**config.mk**
```make
export PLATFORM = sky130hd
export DESIGN_NAME = rvm_mem_arbiter
export DESIGN_NICKNAME = d
export VERILOG_FILES = /design/src/rtl/rvm_mem_arbiter_pkg.sv /design/src/rtl/rvm_mem_arbiter_bus_timer.sv /design/src/rtl/rvm_mem_arbiter.sv
export SDC_FILE = /design/constraint.sdc
export NUM_CORES = 1
export LEC_CHECK = 0
export CORE_MARGIN = 2
export CORE_UTILIZATION = 41
export CTS_BUF_LIST = sky130_fd_sc_hd__clkbuf_4 sky130_fd_sc_hd__clkbuf_8 sky130_fd_sc_hd__clkbuf_16
export DETAILED_ROUTE_END_ITERATION = 8
export PLACE_DENSITY = 0.8
export SYNTH_ARGS = -nofsm -noshare
export SYNTH_HDL_FRONTEND = slang
export SYNTH_SLANG_ARGS = --single-unit
```
**constraint.sdc**
```tcl
create_clock -name clk -period 5.8 [get_ports clk]
set_input_delay 0.58 -clock clk [delete_from_list [all_inputs] [get_ports clk]]
set_output_delay 0.58 -clock clk [all_outputs]
set_load 0.01 [all_outputs]
```
**src/rtl/rvm_mem_arbiter_pkg.sv**
```systemverilog
// Shared types for the fetch / load-store memory arbiter: FSM states, owner
// encodings and the round-robin pick function.
package rvm_mem_arbiter_pkg;

    typedef enum logic [2:0] {
        ST_IDLE  = 3'd0,
        ST_REQ   = 3'd1,
        ST_WAIT  = 3'd2,
        ST_RESP  = 3'd3,
        ST_DRAIN = 3'd4
    } arb_state_e;

    typedef enum logic {
        OWNER_FETCH = 1'b0,
        OWNER_DATA  = 1'b1
    } owner_e;

    // A lone requester always wins; under contention the side that did not win last time goes.
    function automatic owner_e pick_owner(input logic f_req, input logic d_req, input owner_e last);
        if (f_req && d_req) begin
            return (last == OWNER_FETCH) ? OWNER_DATA : OWNER_FETCH;
        end else if (d_req) begin
            return OWNER_DATA;
        end else begin
            return OWNER_FETCH;
        end
    endfunction

endpackage

```
**src/rtl/rvm_mem_arbiter_bus_timer.sv**
```systemverilog
// Saturating watchdog counter for the memory arbiter. expired is asserted on the
// TIMEOUT-th consecutive enabled cycle since the last clear; TIMEOUT=0 disables it.
module rvm_bus_timer #(
    parameter int unsigned TIMEOUT = 255
) (
    input  logic clk,
    input  logic reset,
    input  logic clear,
    input  logic enable,
    output logic expired
);

    localparam int unsigned CNT_W = (TIMEOUT > 0) ? $clog2(TIMEOUT + 1) : 1;

    logic [CNT_W-1:0] count_q, count_d;

    always_comb begin
        count_d = count_q;
        if (clear) begin
            count_d = '0;
        end else if (enable && (TIMEOUT > 0) && (count_q != CNT_W'(TIMEOUT))) begin
            count_d = count_q + 1'b1;
        end
    end

    // NOTE: state registers use non-blocking assignment and an asynchronous reset
    // so every flop in the block updates from the same pre-edge values.
    always_ff @(posedge clk or posedge reset) begin
        if (reset) begin
            count_q <= '0;
        end else begin
            count_q <= count_d;
        end
    end

    generate
        if (TIMEOUT == 0) begin : g_no_timeout
            assign expired = 1'b0;
        end else begin : g_timeout
            assign expired = enable && (count_q == CNT_W'(TIMEOUT - 1));
        end
    endgenerate

endmodule

```
**src/rtl/rvm_mem_arbiter.sv**
```systemverilog
// Round-robin arbiter sharing one memory port between instruction fetch and
// load/store, one transaction in flight, all outputs registered, bus watchdog.
module rvm_mem_arbiter
    import rvm_mem_arbiter_pkg::*;
#(
    parameter int unsigned XLEN    = 32,
    parameter int unsigned TIMEOUT = 255
) (
    input  logic              clk,
    input  logic              reset,
    input  logic              f_req,
    input  logic [XLEN-1:0]   f_addr,
    output logic              f_rvalid,
    output logic [XLEN-1:0]   f_rdata,
    output logic              f_err,
    input  logic              d_req,
    input  logic              d_wen,
    input  logic [XLEN-1:0]   d_addr,
    input  logic [XLEN/8-1:0] d_wstrb,
    input  logic [XLEN-1:0]   d_wdata,
    output logic              d_rvalid,
    output logic [XLEN-1:0]   d_rdata,
    output logic              d_err,
    output logic              mem_req,
    output logic              mem_wen,
    output logic [XLEN-1:0]   mem_addr,
    output logic [XLEN/8-1:0] mem_wstrb,
    output logic [XLEN-1:0]   mem_wdata,
    input  logic              mem_gnt,
    input  logic              mem_rvalid,
    input  logic [XLEN-1:0]   mem_rdata,
    input  logic              mem_err
);

    arb_state_e        state_q, state_d;
    owner_e            owner_q, owner_d;   // current owner, doubles as last winner
    logic              drain_q, drain_d;
    logic              mem_req_q, mem_req_d;
    logic              mem_wen_q, mem_wen_d;
    logic [XLEN-1:0]   mem_addr_q, mem_addr_d;
    logic [XLEN/8-1:0] mem_wstrb_q, mem_wstrb_d;
    logic [XLEN-1:0]   mem_wdata_q, mem_wdata_d;
    logic              f_rvalid_q, f_rvalid_d, d_rvalid_q, d_rvalid_d;
    logic              f_err_q, f_err_d, d_err_q, d_err_d;
    logic [XLEN-1:0]   f_rdata_q, f_rdata_d, d_rdata_q, d_rdata_d;

    logic              resp_err;
    logic [XLEN-1:0]   resp_data;
    logic              timer_clear, timer_enable, timer_expired;

    rvm_bus_timer #(.TIMEOUT(TIMEOUT)) u_timer (
        .clk     (clk),
        .reset   (reset),
        .clear   (timer_clear),
        .enable  (timer_enable),
        .expired (timer_expired)
    );

    always_comb begin
        // NOTE: every signal gets a default before the case so no path leaves one
        // unassigned, which would otherwise infer a latch.
        state_d     = state_q;
        owner_d     = owner_q;
        drain_d     = drain_q;
        mem_wen_d   = mem_wen_q;
        mem_addr_d  = mem_addr_q;
        mem_wstrb_d = mem_wstrb_q;
        mem_wdata_d = mem_wdata_q;
        resp_err    = 1'b0;
        resp_data   = '0;

        unique case (state_q)
            ST_IDLE: begin
                if (f_req || d_req) begin
                    owner_d = pick_owner(f_req, d_req, owner_q);
                    state_d = ST_REQ;
                    if (owner_d == OWNER_DATA) begin
                        mem_addr_d  = d_addr;
                        mem_wen_d   = d_wen;
                        mem_wstrb_d = d_wen ? d_wstrb : '0;
                        mem_wdata_d = d_wen ? d_wdata : '0;
                    end else begin
                        mem_addr_d  = f_addr;
                        mem_wen_d   = 1'b0;
                        mem_wstrb_d = '0;
                        mem_wdata_d = '0;
                    end
                end
            end
            ST_REQ: begin
                if (mem_gnt) begin
                    state_d = ST_WAIT;
                end else if (timer_expired) begin
                    state_d  = ST_RESP;
                    resp_err = 1'b1;
                end
            end
            ST_WAIT: begin
                if (mem_rvalid) begin
                    state_d   = ST_RESP;
                    resp_err  = mem_err;
                    resp_data = mem_wen_q ? '0 : mem_rdata;
                end else if (timer_expired) begin
                    // The memory still owes a response; it must be swallowed before re-arbitrating.
                    state_d  = ST_RESP;
                    resp_err = 1'b1;
                    drain_d  = 1'b1;
                end
            end
            ST_RESP: begin
                state_d = drain_q ? ST_DRAIN : ST_IDLE;
            end
            ST_DRAIN: begin
                if (mem_rvalid || timer_expired) begin
                    state_d = ST_IDLE;
                    drain_d = 1'b0;
                end
            end
            default: begin
                state_d = ST_IDLE;
                drain_d = 1'b0;
            end
        endcase

        // Outputs are registered from the next state so they track the FSM without an input-to-output path.
        mem_req_d  = (state_d == ST_REQ);
        f_rvalid_d = (state_d == ST_RESP) && (owner_d == OWNER_FETCH);
        d_rvalid_d = (state_d == ST_RESP) && (owner_d == OWNER_DATA);
        f_err_d    = f_rvalid_d && resp_err;
        d_err_d    = d_rvalid_d && resp_err;
        f_rdata_d  = f_rvalid_d ? resp_data : '0;
        d_rdata_d  = d_rvalid_d ? resp_data : '0;

        timer_clear  = (state_d != state_q);
        timer_enable = (state_q == ST_REQ) || (state_q == ST_WAIT) || (state_q == ST_DRAIN);
    end

    always_ff @(posedge clk or posedge reset) begin
        if (reset) begin
            state_q     <= ST_IDLE;
            owner_q     <= OWNER_FETCH;
            drain_q     <= 1'b0;
            mem_req_q   <= 1'b0;
            mem_wen_q   <= 1'b0;
            mem_addr_q  <= '0;
            mem_wstrb_q <= '0;
            mem_wdata_q <= '0;
            f_rvalid_q  <= 1'b0;
            d_rvalid_q  <= 1'b0;
            f_err_q     <= 1'b0;
            d_err_q     <= 1'b0;
            f_rdata_q   <= '0;
            d_rdata_q   <= '0;
        end else begin
            state_q     <= state_d;
            owner_q     <= owner_d;
            drain_q     <= drain_d;
            mem_req_q   <= mem_req_d;
            mem_wen_q   <= mem_wen_d;
            mem_addr_q  <= mem_addr_d;
            mem_wstrb_q <= mem_wstrb_d;
            mem_wdata_q <= mem_wdata_d;
            f_rvalid_q  <= f_rvalid_d;
            d_rvalid_q  <= d_rvalid_d;
            f_err_q     <= f_err_d;
            d_err_q     <= d_err_d;
            f_rdata_q   <= f_rdata_d;
            d_rdata_q   <= d_rdata_d;
        end
    end

    assign mem_req   = mem_req_q;
    assign mem_wen   = mem_wen_q;
    assign mem_addr  = mem_addr_q;
    assign mem_wstrb = mem_wstrb_q;
    assign mem_wdata = mem_wdata_q;
    assign f_rvalid  = f_rvalid_q;
    assign f_rdata   = f_rdata_q;
    assign f_err     = f_err_q;
    assign d_rvalid  = d_rvalid_q;
    assign d_rdata   = d_rdata_q;
    assign d_err     = d_err_q;

endmodule

```
Word-level counts from Yosys, hierarchy flattened. Cells that the tools add are included.

Bits in registers: 151. Latch bits: 0. Bits in writable memories: 0. ROM bits: 0. Word-level logic and storage cells: 81. Memories: 0.

Add/subtract/negate cells: 1. $mul: 0. Divide/modulo/power cells: 0. Magnitude comparators: 0. Eq/ne operators: 12. Shifts and indexed selects: 0. Multiplexer cells: 35. Bitwise gates (word level): 2. Reductions and logical operators: 16.

Operators by type and width (number): 32-bit two-way mux (8); 3-bit two-way mux (6); 8-bit two-way mux (2); 3-bit case mux with 5 select lines (1); 1-bit two-way mux (14); 3-bit by 2-bit == test with 1-bit output (second input constant) (3); 8-bit by 1-bit adder with 8-bit output (second input constant) (1); 8-bit == test (second input constant) (1); 4-bit two-way mux (2); 8-bit inequality test (second input constant) (1); 1-bit logical AND (7); 3-bit by 1-bit == test with 1-bit output (second input constant) (2); 2-bit inequality test (second input constant) (3); 1-bit logical OR (4); 4-bit AND reduction (1); 3-bit == test (second input constant) (1); 3-bit zero test (1); 3-bit inequality test (1); 1-bit case mux with 3 select lines (1); 3-bit OR reduction (1); 1-bit inverter (2); 1-bit case mux with 2 select lines (1); 2-bit AND reduction (1); 2-bit nonzero test (1).

Logic depth before layout (Yosys ltp). Gate-level depths: netlist of run 1.

Word-level depth: 10. Depth in mapped cells: 6.

Hierarchy. From an unflattened synthesis of run 1, not the netlist that was laid out.

Cells, all modules: 499. Area, all modules: 5738.0 µm².

By module, submodules not included: rvm_mem_arbiter (instances 1, cells each 449, area an instance 5295.1 µm²); rvm_bus_timer (instances 1, cells each 50, area an instance 442.9 µm²).

Worst setup path after synthesis of run 1. OpenSTA, ideal clock, no wires.

Path type: in2reg. From: input d_req. To: register mem_wdata_q[10] (netlist: mem_wdata[10]). Arrival time: 1599 ps. Slack: 4135 ps. Stages on the path: 4. Cell sequence: o21ai_1 buf_12 clkbuf_1 a22o_1.

Longest elaborated chain between the ends: 5.

RTL lines: start: declaration (line rvm_mem_arbiter.sv:16) `input logic d_req,`; 1-bit two-way mux or 1-bit logical AND (tied branches) (line rvm_mem_arbiter_pkg.sv:22, rvm_mem_arbiter_pkg.sv:20); 1-bit two-way mux (line rvm_mem_arbiter_pkg.sv:20) `if (f_req && d_req) begin`; 1-bit two-way mux (line rvm_mem_arbiter.sv:74) `if (f_req || d_req) begin`; 1-bit two-way mux (line rvm_mem_arbiter.sv:72) `unique case (state_q)`; 32-bit two-way mux (line rvm_mem_arbiter.sv:77) `if (owner_d == OWNER_DATA) begin`; end signal: assignment (line rvm_mem_arbiter.sv:162) `mem_wdata_q <= mem_wdata_d;`; end: declaration (line rvm_mem_arbiter.sv:42) `logic [XLEN-1:0] mem_wdata_q, mem_wdata_d;`.

Parallel ways exist; a longest one is shown, timed or not. The select of a mux whose other input is x is not followed. A chain may end at the register's enable or synchronous reset.

Final worst setup path of run 1.
From: register state_q[0]. To: register mem_wdata_q[0] (netlist: mem_wdata[0]).

Longest elaborated chain between the ends: 2.

RTL lines: start: declaration (line rvm_mem_arbiter.sv:35) `arb_state_e state_q, state_d;`; start signal: assignment (line rvm_mem_arbiter.sv:155) `state_q <= state_d;`; 3-bit zero test (line rvm_mem_arbiter.sv:72); 2-bit AND reduction (no line).

No other way between the ends.

==> impl_metrics.ini, run 1 <==
[outcome]
run_status = complete, no violations

[logic_synthesis]
yosys.cell_count.top_type = dfrtp_1
synthDominantAreaCellType = dfrtp_1
synth_flop_cell = dfrtp_1
synth_common_cells = 151 x dfrtp_1, 66 x and3_1, 38 x nand2_1, 36 x a22o_1, 32 x mux2i_1
synth_top_area_share = 0.647
synth.cell_area_mm2 = 0.00584
synth_enable_flop_cells = 0
yosys_warnings = 0
syn_nets = 612
syn_avg_cell_area_um2 = 12.4
syn_inst = 470
synth_cell_types = 49
synth-seq-cells = 151
synth-async-reset-ratio = 1.00
ys_top_cells_by_area = dfrtp_1 65%, and3_1 7.1%, mux2i_1 5.5%, a22o_1 5.4%, o21ai_0 2.7%
seq_area_frac_synth = 0.647

[die]
core_mm2 = 0.0139
initial_utilization = 0.421
dieHeight_um = 123
placementRows = 43
die_w_um = 123
die_area_mm2 = 0.0152
io-pin-count = 278

[power_and_ir_drop]
cell_pwr_density_mw_per_mm2 = 428
clockPowerShare = 0.280
switching_power_mw = 1.30
p_sw_frac = 0.324
power_leakage_nw = 4.34
internal-power_mw = 2.70
maximum_ir_drop_on_the_vdd_rail_uv = 234
share_comb_of_total_power = 0.350
pwr-share-seq = 0.369

[cells_and_area]
n_antenna_cell = 0
layout.nets = 880
fraction_of_layout_instances_using_a_drive_strength_above_1 = 0.0693
syn2layout_area_growth_pct = 60.1

[critical_path]
regToRegEndpoint = mem_wdata[0]
timing.critical_path.to_type = flip-flop
path_depth = 5
largest_delay_share_family_worst_path = simple AND/OR/NAND/NOR gates
critPathRequiredTime_ns = 6.15
crit_path_top_delay_cell = nor2_4
setup_slack_of_the_worst_register_to_register_path_ns = 3.08
crit_type = reg -> reg
critical_path.endpoint = mem_wdata[0]
series_of_cell_instances_along_the_critical_path = nor3_2, o21ai_4, buf_4, nor2_4, a22o_1
worst_endpoint_data_arrival_time_ns = 3.07
cp_slowest_stage_delay_ns = 0.72
worst_r2r_startpoint = state_q[0]
critical_path.n_buffers_inverters = 1
ff2ff_path_depth = 5
critPathMaxFanout = 80
worstSetupStartpointType = flip-flop
worst_setup_path_startpoint = state_q[0]

[sta]
timing.clock.skew_ns = 0.00584
maxSlewViolCount = 0
fin_hold_ws_ns = 0.475
fin_crit_ns = 2.72
tightest_slew_ns = 0.801
finalHoldViolCount = 0
slew-limit-headroom = 0.466
clock.fmax_ghz = 0.368
fin_setup_tns_ns = 0
setup_viol_count_final = 0
finalCritPeriodShare = 0.469
final_critical_path_setup_slack_ns = 3.08
rsz0062_at_grt = no

[cts]
cts_inserted_buffers = 17
cts_tree = built
cts_hold_repair.buffers = 0
cts_post_setup_buffers_inserted = 0
cts-resized-gates = 0
clock-root-buffer = clkbuf_16
cts-root-to-sink-buffers = 2
number_of_clock_sinks_seen_by_cts = 151
worst_skew_pair.late_latency_ns = 0.42
cts.clk_slew.worst_paths_ns = 0.06
deepest_level_of_the_cts_h_tree = 4

[grt]
pin_count_of_the_biggest_net_entering_global_routing = 87
grt.total_usage = 0.221
grt_pass1_wl_mm = 25.2
antenna_found_initial = 0
met2_usage = 0.379
grt_pass1_vias = 5045
busiest_layer = met2
use_met3 = 0.0720
residual_overflow_from_global_routing = 0
grt_util_met1 = 0.253

[routing]
route.vias.total = 4773
drt.antenna.violating_nets = 0
drt-pass1-iter-count = 5
wl_per_cell_um = 17.9
route.final.wire_length_mm = 16.6
dr.first_iter.drc_count = 262
post_drt_via_cell_ratio = 5.13
residual_drc = 0

[placed_design]
buffer_ports.inserted = 277
gp_congestion = 0.849
detailed_place_hpwl_mm = 11.8
dp_slack_ns = 2.70

[min_path]
min-delay-path-class = reg -> reg
whs_path_depth = 2

[run]
drv_cap = 0
==> sequential cells by signal (all words and copies together), names as in the netlist, 3 cells and up <==
register,cells
d_rdata,32
mem_wdata,32
state_q,3
u_timer.count_q,8
f_rdata,32
mem_addr,32
mem_wstrb,4
==> worst min path at each step <==
stage	from	end
final	mem_addr[5]	mem_addr[5]
after global routing	mem_addr[27]	mem_addr[27]
after CTS	mem_addr[5]	mem_addr[5]
after detailed placement	mem_addr[5]	mem_addr[5]
after global placement	mem_addr[24]	mem_addr[24]
after floorplan	u_timer.count_q[6]	u_timer.count_q[6]
==> layer usage <==
| layer | part of all wire | up-vias |
|---|---|---|
| li1 | - | 2224 |
| met1 | 0.38 | 2315 |
| met2 | 0.52 | 198 |
| met3 | 0.069 | 36 |
| met4 | 0.028 | 0 |
| met5 | 0 | - |
==> cells by family after synthesis <==
logic type               synth area share
AO/OA/AOI/OAI                       0.128
buffers and inverters              0.0323
multiplexers                       0.0548
XOR/XNOR                          0.00300
AND/OR/NAND/NOR                     0.131
flip-flops                          0.647
adder cells (fa/ha/maj)           0.00428
==> cell type report <==
| class | count | area (µm²) |
|---|---|---|
| clock buffer | 20 | 460 |
| clock inverter | 11 | 150 |
| fill | 1020 | 4530 |
| inverter | 7 | 31.3 |
| multi-input combinational | 279 | 1900 |
| sequential | 151 | 3780 |
| tap | 180 | 225 |
| timing repair buffer | 282 | 2810 |
==> layout by cell type (no fill, tap or decap), types with 2 or more instances in the layout <==
cell type        count
bufinv_16            3
nor3_1               3
mux2i_1             32
ha_1                 2
clkinv_4             2
a211oi_1             2
clkdlybuf4s50_1    277
clkbuf_8             2
o21ai_0             31
buf_4                5
dfrtp_1            151
nand3_1              4
a22oi_1              2
a22o_1              36
and3_1              66
clkbuf_16           17
clkinvlp_4           5
a21oi_1              9
nand2_1             38
or4_1                3
inv_1                5
o21ai_1              5
o32ai_1              2
nand4_1              2
nor2_1               7
or3_1                5
o31ai_1              4
==> power by group through the flow <==
stage | clock network, mW | logic [mW] | registers (mW)
6_report | 1.12 | 1.40 | 1.48
5_1_grt | 1.19 | 1.51 | 1.51
4_1_cts | 1.15 | 1.41 | 1.48
3_5_place_dp | 0 | 1.41 | 1.49
3_3_place_gp | 0 | 1.36 | 1.48
2_1_floorplan | 0 | 0.609 | 1.56
==> stage by stage <==
stage | cell area (µm²) | total power [mW] | utilization | instances
5_1_grt | 9360 | 4.21 | 0.674 | 930
3_3_place_gp | 8740 | 2.84 | 0.630 | 899
6_report | 9360 | 4.00 | 0.674 | 930
2_1_floorplan | 5840 | 2.17 | - | 470
3_5_place_dp | 8740 | 2.89 | 0.630 | 899
4_1_cts | 9360 | 4.04 | 0.674 | 930
==> worst min-delay path: stages, from the launching register on <==
cell and delay [ns]:
dfrtp_1 0.33, nand2_1 0.04, o21ai_0 0.06
No activity file was read; power rests on OpenSTA's default activity.
==> run 2: changes to the inputs <==
==> constraint.sdc (replaced) <==
create_clock -name clk -period 2.7 [get_ports clk]
set_input_delay 0.27 -clock clk [delete_from_list [all_inputs] [get_ports clk]]
set_output_delay 0.27 -clock clk [all_outputs]
set_load 0.01 [all_outputs]
==> run 2 against run 1 <==
Net effect:
- cell count rose by 0.54%
- count of clock-buffer cells in the layout rose by 2
- via count fell by 0.80%
- die area did not move
- combinational power rose by 120%
- non-clock buffer count rose by 4
- global-route usage fell by 0.24 points
- first-iteration DRC count fell by 16%
- core utilization rose by 0.20 points
- clock power rose by 110%
- highest routed layer unchanged
==> impl_metrics.ini, run 2 (same netlist as run 1, synthesis figures left out) <==
[outcome]
run_status = complete, no violations

[routing]
dr.first_iter.drc_count = 221
drt.antenna.violating_nets = 0
drt-pass1-iter-count = 4
post_drt_via_cell_ratio = 5.06
wl_per_cell_um = 17.6
residual_drc = 0
route.vias.total = 4735
route.final.wire_length_mm = 16.5

[cts]
deepest_level_of_the_cts_h_tree = 4
clock-root-buffer = clkbuf_16
cts-root-to-sink-buffers = 2
cts_inserted_buffers = 17
cts-resized-gates = 0
cts.clk_slew.worst_paths_ns = 0.06
cts_hold_repair.buffers = 0
worst_skew_pair.late_latency_ns = 0.42
cts_post_setup_buffers_inserted = 0
cts_tree = built
number_of_clock_sinks_seen_by_cts = 151

[sta]
final_critical_path_setup_slack_ns = 0.718
setup_viol_count_final = 0
fin_setup_tns_ns = 0
clock.fmax_ghz = 0.504
slew-limit-headroom = 0.456
finalHoldViolCount = 0
rsz0062_at_grt = no
finalCritPeriodShare = 0.734
fin_crit_ns = 1.98
tightest_slew_ns = 0.815
timing.clock.skew_ns = 0.00832
maxSlewViolCount = 0

[grt]
residual_overflow_from_global_routing = 0
antenna_found_initial = 0
grt.total_usage = 0.218
grt_pass1_wl_mm = 25.0
pin_count_of_the_biggest_net_entering_global_routing = 152
grt_pass1_vias = 4925

[cells_and_area]
fraction_of_layout_instances_using_a_drive_strength_above_1 = 0.0755
syn2layout_area_growth_pct = 60.5
most-common-layout-cells = 277 x clkdlybuf4s50_1, 151 x dfrtp_1, 66 x and3_1
n_antenna_cell = 0
final_common_cell = clkdlybuf4s50_1
layout.nets = 884

[critical_path]
timing.critical_path.to_type = flip-flop
worst_endpoint_data_arrival_time_ns = 2.33
critPathRequiredTime_ns = 3.05
critPathMaxFanout = 35
worstSetupStartpointType = flip-flop
ff2ff_path_depth = 5
regToRegEndpoint = d_rdata[11]
crit_type = reg -> reg
worst_r2r_startpoint = state_q[0]
worst_setup_path_startpoint = state_q[0]
setup_slack_of_the_worst_register_to_register_path_ns = 0.72

[die]
initial_utilization = 0.421
die_w_um = 123
core_mm2 = 0.0139
io-pin-count = 278
die_area_mm2 = 0.0152
placementRows = 43
dieHeight_um = 123

[power_and_ir_drop]
report.power.total_mw = 8.56
power_leakage_nw = 4.37
maximum_ir_drop_on_the_vdd_rail_uv = 568
cell_pwr_density_mw_per_mm2 = 912

[placed_design]
detailed_place_hpwl_mm = 11.7
buffer_ports.inserted = 277
gp_congestion = 0.845
dp_slack_ns = 0.720

[min_path]
min-delay-path-class = in -> async

[run]
drv_cap = 0
## run 2: changes by cell type in the layout (fill, tap and decap cells not counted)
cell	previous run	this run
buf_4	5	8
clkinvlp_4	5	2
clkbuf_4	1	3
clkinv_4	2	4
buf_12	0	1
bufinv_16	3	2
clkinv_2	1	2
## run 2: power breakdown
part / leakage (nW) / internal (mW) / switching (mW)
sequential: 2.03 / 2.80 / 0.380
combinational: 2.05 / 1.53 / 1.50
clock: 0.295 / 1.45 / 0.904
## run 2: layout make-up
type	count	area [µm²]
Fill cell	984	4500
Sequential cell	151	3780
Timing Repair Buffer	286	2850
Multi-Input combinational cell	279	1900
Clock buffer	22	475
Tap cell	180	225
Clock inverter	10	121
Inverter	7	30.0
## run 2: layer usage
layer | GRT usage | up-vias | share of wire
li1 | - | 2232 | -
met1 | 0.256 | 2298 | 0.39
met2 | 0.374 | 179 | 0.52
met3 | 0.0586 | 26 | 0.064
met4 | 0.0987 | 0 | 0.024
met5 | 0 | - | 0
## run 2: through the flow
step           utilization  std cells  hold slack, ns  cell area (µm²)
4_1_cts              0.676        935           0.419             9380
5_1_grt              0.676        935           0.438             9380
2_1_floorplan            -        470           0.382             5850
6_report             0.676        935           0.393             9380
3_5_place_dp         0.633        903           0.471             8790
3_3_place_gp         0.633        903           0.464             8790
## run 2: worst max path at each step
stage / slack [ns] / depth (start not counted) / to
2_1_floorplan: 0.53 / 1 / d_err
3_3_place_gp: 0.78 / 5 / mem_addr[18]
3_5_place_dp: 0.72 / 5 / mem_addr[11]
4_1_cts: 0.75 / 5 / d_rdata[2]
5_1_grt: 0.55 / 5 / d_rdata[11]
6_report: 0.72 / 5 / d_rdata[11]
## run 2: critical path: stages, from the launching register on
cell	delay, ns
dfrtp_1	0.54
nor3_2	0.40
and2_1	0.20
o22ai_2	0.09
inv_2	0.42
and3_1	0.25
